`config.mk`:
```
export PLATFORM = sky130hd
export DESIGN_NAME = fmap_wr_packer
export DESIGN_NICKNAME = d
export VERILOG_FILES = /design/src/rtl/fmap_wr_packer.sv
export SDC_FILE = /design/constraint.sdc
export NUM_CORES = 1
export LEC_CHECK = 0
export ABC_AREA = 1
export CORE_MARGIN = 5
export CORE_UTILIZATION = 54
export CTS_BUF_LIST = sky130_fd_sc_hd__clkbuf_8
export DETAILED_ROUTE_END_ITERATION = 10
export PLACE_DENSITY = 0.72
export SLEW_MARGIN = 25
export SYNTH_ARGS = -nofsm -noshare
export SYNTH_HDL_FRONTEND = slang
export SYNTH_SLANG_ARGS = --single-unit
```
`constraint.sdc`:
```
create_clock -name clk -period 12.15 [get_ports clk]
set_input_delay 1.8225 -clock clk [delete_from_list [all_inputs] [get_ports clk]]
set_output_delay 1.8225 -clock clk [all_outputs]
set_load 0.02 [all_outputs]
```
`src/rtl/fmap_wr_packer.sv`:
```
// fmap_wr_packer: packs four strobed byte-pair lanes into 64-bit words, buffers them, and streams them with per-layer addresses.
module fmap_wr_packer #(
  parameter int DATA_WIDTH = 8,
  parameter int ADDR_W     = 20,
  parameter int FIFO_DEPTH = 16
) (
  input  logic                    clk,
  input  logic                    rst,
  input  logic                    start,
  input  logic [2:0]              layer,
  input  logic [3:0]              en_in,
  input  logic [DATA_WIDTH-1:0]   din0_b01,
  input  logic [DATA_WIDTH-1:0]   din1_b01,
  input  logic [DATA_WIDTH-1:0]   din0_b23,
  input  logic [DATA_WIDTH-1:0]   din1_b23,
  input  logic [DATA_WIDTH-1:0]   din0_b45,
  input  logic [DATA_WIDTH-1:0]   din1_b45,
  input  logic [DATA_WIDTH-1:0]   din0_b67,
  input  logic [DATA_WIDTH-1:0]   din1_b67,
  output logic                    wr_valid,
  input  logic                    wr_ready,
  output logic [ADDR_W-1:0]       wr_addr,
  output logic [8*DATA_WIDTH-1:0] wr_data,
  output logic                    busy,
  output logic                    done,
  output logic                    err_ovf,
  output logic                    err_lane
);
  localparam int AW = $clog2(FIFO_DEPTH);
  localparam int CW = AW + 1;
  localparam int LW = 2 * DATA_WIDTH;
  typedef enum logic {IDLE, RUN} state_t;
  state_t state_q, state_d;
  logic [3:0][LW-1:0] lane_q, lane_d, lane_in;
  logic [3:0] flag_q, flag_d;
  logic [ADDR_W-1:0] base_q, total_q, in_cnt_q, out_cnt_q, base_sel, tot_sel;
  logic [AW-1:0] wp_q, rp_q;
  logic [CW-1:0] cnt_q;
  logic [8*DATA_WIDTH-1:0] mem [FIFO_DEPTH];
  logic err_ovf_q, err_lane_q, done_q, lerr;
  logic start_ok, push, pop, full, wr_en, accept, fin;
  assign lane_in = {{din1_b67, din0_b67}, {din1_b45, din0_b45}, {din1_b23, din0_b23}, {din1_b01, din0_b01}};
  assign base_sel = layer == 3'd1 ? ADDR_W'('h00000) : layer == 3'd2 ? ADDR_W'('h20000) :
                    layer == 3'd3 ? ADDR_W'('h28000) : ADDR_W'('h2A000);
  assign tot_sel  = layer == 3'd1 ? ADDR_W'(129600) : layer == 3'd2 ? ADDR_W'(32400) :
                    layer == 3'd3 ? ADDR_W'(8100) : ADDR_W'(2040);
  assign start_ok = start && state_q == IDLE && layer >= 3'd1 && layer <= 3'd4;
  assign push     = state_q == RUN && &flag_q;
  assign full     = cnt_q == CW'(FIFO_DEPTH);
  assign wr_en    = push && !full;
  assign pop      = wr_valid && wr_ready;
  // a strobe only counts while the word it would belong to is still within the layer
  assign accept   = state_q == RUN && (in_cnt_q + ADDR_W'(push)) < total_q;
  assign fin      = state_q == RUN && in_cnt_q == total_q && cnt_q == '0;
  always_comb begin
    flag_d = push ? 4'b0 : flag_q;
    lane_d = lane_q;
    lerr   = 1'b0;
    for (int i = 0; i < 4; i++)
      if (accept && en_in[i]) begin
        if (flag_d[i]) lerr = 1'b1;
        else begin
          flag_d[i] = 1'b1;
          lane_d[i] = lane_in[i];
        end
      end
  end
  always_ff @(posedge clk or posedge rst)
    if (rst) state_q <= IDLE;
    else state_q <= state_d;
  always_comb begin
    state_d = state_q;
    if (state_q == IDLE) state_d = start_ok ? RUN : IDLE;
    else state_d = fin ? IDLE : RUN;
  end
  always_comb begin
    busy     = state_q == RUN;
    done     = done_q;
    err_ovf  = err_ovf_q;
    err_lane = err_lane_q;
    wr_valid = cnt_q != '0;
    wr_data  = wr_valid ? mem[rp_q] : '0;
    wr_addr  = base_q + out_cnt_q;
  end
  always_ff @(posedge clk or posedge rst)
    if (rst) begin
      lane_q     <= '0;
      flag_q     <= '0;
      base_q     <= '0;
      total_q    <= '0;
      in_cnt_q   <= '0;
      out_cnt_q  <= '0;
      wp_q       <= '0;
      rp_q       <= '0;
      cnt_q      <= '0;
      err_ovf_q  <= 1'b0;
      err_lane_q <= 1'b0;
      done_q     <= 1'b0;
    end else begin
      done_q <= fin;
      if (start_ok) begin
        base_q     <= base_sel;
        total_q    <= tot_sel;
        in_cnt_q   <= '0;
        out_cnt_q  <= '0;
        flag_q     <= '0;
        err_ovf_q  <= 1'b0;
        err_lane_q <= 1'b0;
      end else begin
        flag_q     <= flag_d;
        lane_q     <= lane_d;
        in_cnt_q   <= in_cnt_q + ADDR_W'(push);
        out_cnt_q  <= out_cnt_q + ADDR_W'(pop);
        err_ovf_q  <= err_ovf_q | (push && full);
        err_lane_q <= err_lane_q | lerr;
      end
      wp_q  <= wp_q + AW'(wr_en);
      rp_q  <= rp_q + AW'(pop);
      cnt_q <= cnt_q + CW'(wr_en) - CW'(pop);
    end
  always_ff @(posedge clk)
    if (wr_en) mem[wp_q] <= lane_q;
endmodule

```
==> impl_metrics.yaml <==
floorplan:
  die_x_um: 304
  initial_core_util: 0.545
  rows: 107
  design.core.area_sq_um: 85400
  dieArea_sq_um: 92200
  die_h_um: 304
  ios: 164
drt:
  vias: 30200
  drtAntennaViolNets: 0
  routed_wirelength_um: 116000
  route.detailed.drc: 0
  vias_per_cell: 5.99
  drt-initial-drc-count: 3330
  drt-pass1-iter-count: 7
  routedWlPerCell_um: 23.1
cts:
  cts_max_path_buffers: 3
  clockRootBuffer: "clkbuf_8"
  cts_buffers: 181
  clock_sinks: 1159
  cts.repair.resized: 0
  cts_tree: "done"
  clkSlewWorstSetupHoldPaths_ns: 0.06
  clkLatencyLatePin_ns: 0.86
  htree_levels: 4
  cts_hold_buffers: 0
  postCtsSetupRepairBufs: 0
placement:
  place.gp.congestion: 0.852
  io_buffers: 163
  place.detailed.hpwl_um: 57600
  dpl_cell_area_sq_um: 49100
  dp.cells: 4695
synth:
  yosysSeqAreaShare: 0.733
  synth_fp_nets: 3703
  ys_ff_latch: 1159
  synthCells: 3595
  synthFlopType: "edfxtp_1"
  synth-edff-count: 1024
  synth.distinct_cells: 47
  synthesis.area_sq_um: 46600
  synthArstFlopShare: 0.116
  yosysWarnings: 0
  syn_avg_cell_area_sq_um: 13.0
layout:
  final_cells: 5040
  syn_to_final_growth_pct: 13.3
  post-route-util: 0.618
  drive_gt1_frac: 0.0945
  fillers: 6536
  finalNetCount: 3842
  final_area_sq_um: 52800
global_route:
  grt_pass1_vias: 29600
  antenna_found_initial: 5
  overflow: 0
  grt_max_degree: 193
  grtUsageTotal: 0.246
  grt_pass1_wl_um: 176000
critical_path:
  end_kind: "primary output"
  critPathSlowestCell: "inv_8"
  arrival_ns: 5.15
  cp_max_fo: 192
  crit_path_max_incr_delay_ns: 0.78
  start_kind: "register"
  cp_data_required_time_ns: 10.33
  crit_type: "reg -> out"
  r2r_slack_ns: 7.16
  crit_chain: "inv_8, buf_12, o21ai_0, o221ai_1, nand3_1, a21oi_1, clkdlybuf4s50_1"
job:
  drv_cap: 0
timing:
  rsz0062_at_grt: "false"
  post-route-min-period_ns: 6.97
  slew_headroom: 0.267
  fin_setup_tns_ns: 0
  fmax_mhz: 143
  tightest_slew_ns: 1.10
  finalSetupViolations: 0
  clock_skew_ns: 0.0603
  hold_violations: 0
  maxSlewViolCount: 0
  min_period_over_period: 0.574
min_path:
  hp-class: "reg -> reg"
power_and_ir_drop:
  power.density_nw_per_um2: 215
  ir_drop_mv: 0.148
  p_leak_uw: 0.0195
  total_power_uw: 11300
outcome:
  status: "finished, final reports clean"
[cells in the mapped netlist (all sizes together), types with 3 or more instances]
cell	instances	area, sq um
a2111oi	4	35.0
a21oi	91	455
a31oi	3	18.8
buf	49	325
clkbuf	202	758
dfrtp	135	3380
edfxtp	1024	30700
ha	32	400
inv	156	591
nand2	203	787
nand3	99	538
nand4	9	56.3
nor2	613	2340
nor3	16	80.1
nor4	8	56.3
o211ai	77	578
o21a	6	45.0
o21ai	572	2990
o221ai	179	1570
o22ai	80	500
or2	3	18.8
xnor2	3	26.3
xor2	22	193
[sequential cells by signal (all words and copies together) (netlist names)]
| signal | cells |
|---|---|
| wp_q | 4 |
| flag_q | 4 |
| lane_q | 64 |
| total_q | 10 |
| mem | 1024 |
| in_cnt_q | 20 |
| cnt_q | 5 |
| err_lane | 1 |
| done | 1 |
| err_ovf | 1 |
| rp_q | 4 |
| out_cnt_q | 20 |
| busy | 1 |
[path summary, 6_finish.rpt]
path                                                 to  depth (start not counted)                    start
worst min register to register  out_cnt_q[19]$_DFF_PP0_                          1  out_cnt_q[19]$_DFF_PP0_
max in group asynchronous             rp_q[0]$_DFF_PP0_                          3                      rst
worst max-delay path                         wr_data[8]                          7        rp_q[0]$_DFF_PP0_
worst min-delay path            out_cnt_q[19]$_DFF_PP0_                          1  out_cnt_q[19]$_DFF_PP0_
min in group asynchronous        out_cnt_q[6]$_DFF_PP0_                          2                      rst
worst max register to register   lane_q[42]$_DFFE_PP0P_                         26           busy$_DFF_PP0_
[placed cells by master (no fill, tap or decap), types with 34 or more instances in the layout]
cell             synthesis  layout
edfxtp_1              1024    1024
nor2_1                 606     589
o21ai_0                524     524
inv_1                  153     218
clkbuf_8                 0     200
nand2_1                197     197
o221ai_1               179     179
clkdlybuf4s50_1          0     163
dfrtp_1                135     131
nand3_1                 95      95
a21oi_1                 91      91
o22ai_1                 80      80
o211ai_1                77      77
buf_4                   14      36
o21ai_2                 34      34
[report_power, final]
part | leakage [uW] | internal, uW | total [uW] | switching, uW
combinational | 0.00516 | 1260 | 3650 | 2380
clock | 0.00209 | 1650 | 3200 | 1550
sequential | 0.0122 | 4320 | 4490 | 168
total | 0.0195 | 7230 | 11300 | 4100
[routing by layer]
| metal | vias up | routed length [um] | GRT usage |
|---|---|---|---|
| li1 | 13600 | - | - |
| met1 | 14800 | 46600 | 0.337 |
| met2 | 1472 | 55800 | 0.398 |
| met3 | 231 | 10900 | 0.0564 |
| met4 | 6 | 3150 | 0.0795 |
| met5 | - | 31 | 0 |
[stage by stage]
step	hold slack (ns)	worst slack, ns
floorplan	0.453	6.72
global placement	0.473	6.28
detailed placement	0.480	6.26
CTS	0.490	5.32
global route	0.530	5.02
finish	0.485	5.18
[layout make-up]
type	instances	area, sq um	share of cell area
Clock buffer	200	2750	0.0522
Antenna cell	2	5.00	0.0000948
Clock inverter	143	857	0.0162
Timing Repair Buffer	207	2070	0.0392
Inverter	156	616	0.0117
Sequential cell	1159	34100	0.647
Multi-Input combinational cell	2029	10900	0.207
Tap cell	1144	1430	0.0271
[logic make-up (layout without fill, tap and decap cells)]
group,Yosys count,count (layout),synth area share
AO/OA/AOI/OAI,1018,1018,0.134
XOR/XNOR,25,25,0.00470
adder cells (fa/ha/maj),33,33,0.00903
buffers and inverters,407,706,0.0359
flip-flops,1159,1159,0.733
other,0,2,0
AND/OR/NAND/NOR,953,953,0.0835
[critical path, delay by kind of cell, from the launching register on]
kind	cells	cell delay (ns)
buffers and inverters	3	2.18
AOI/OAI and AO/OA	3	0.97
DFF	1	0.74
and+or+nand+nor	1	0.11
No activity file was read; power rests on OpenSTA's default activity.
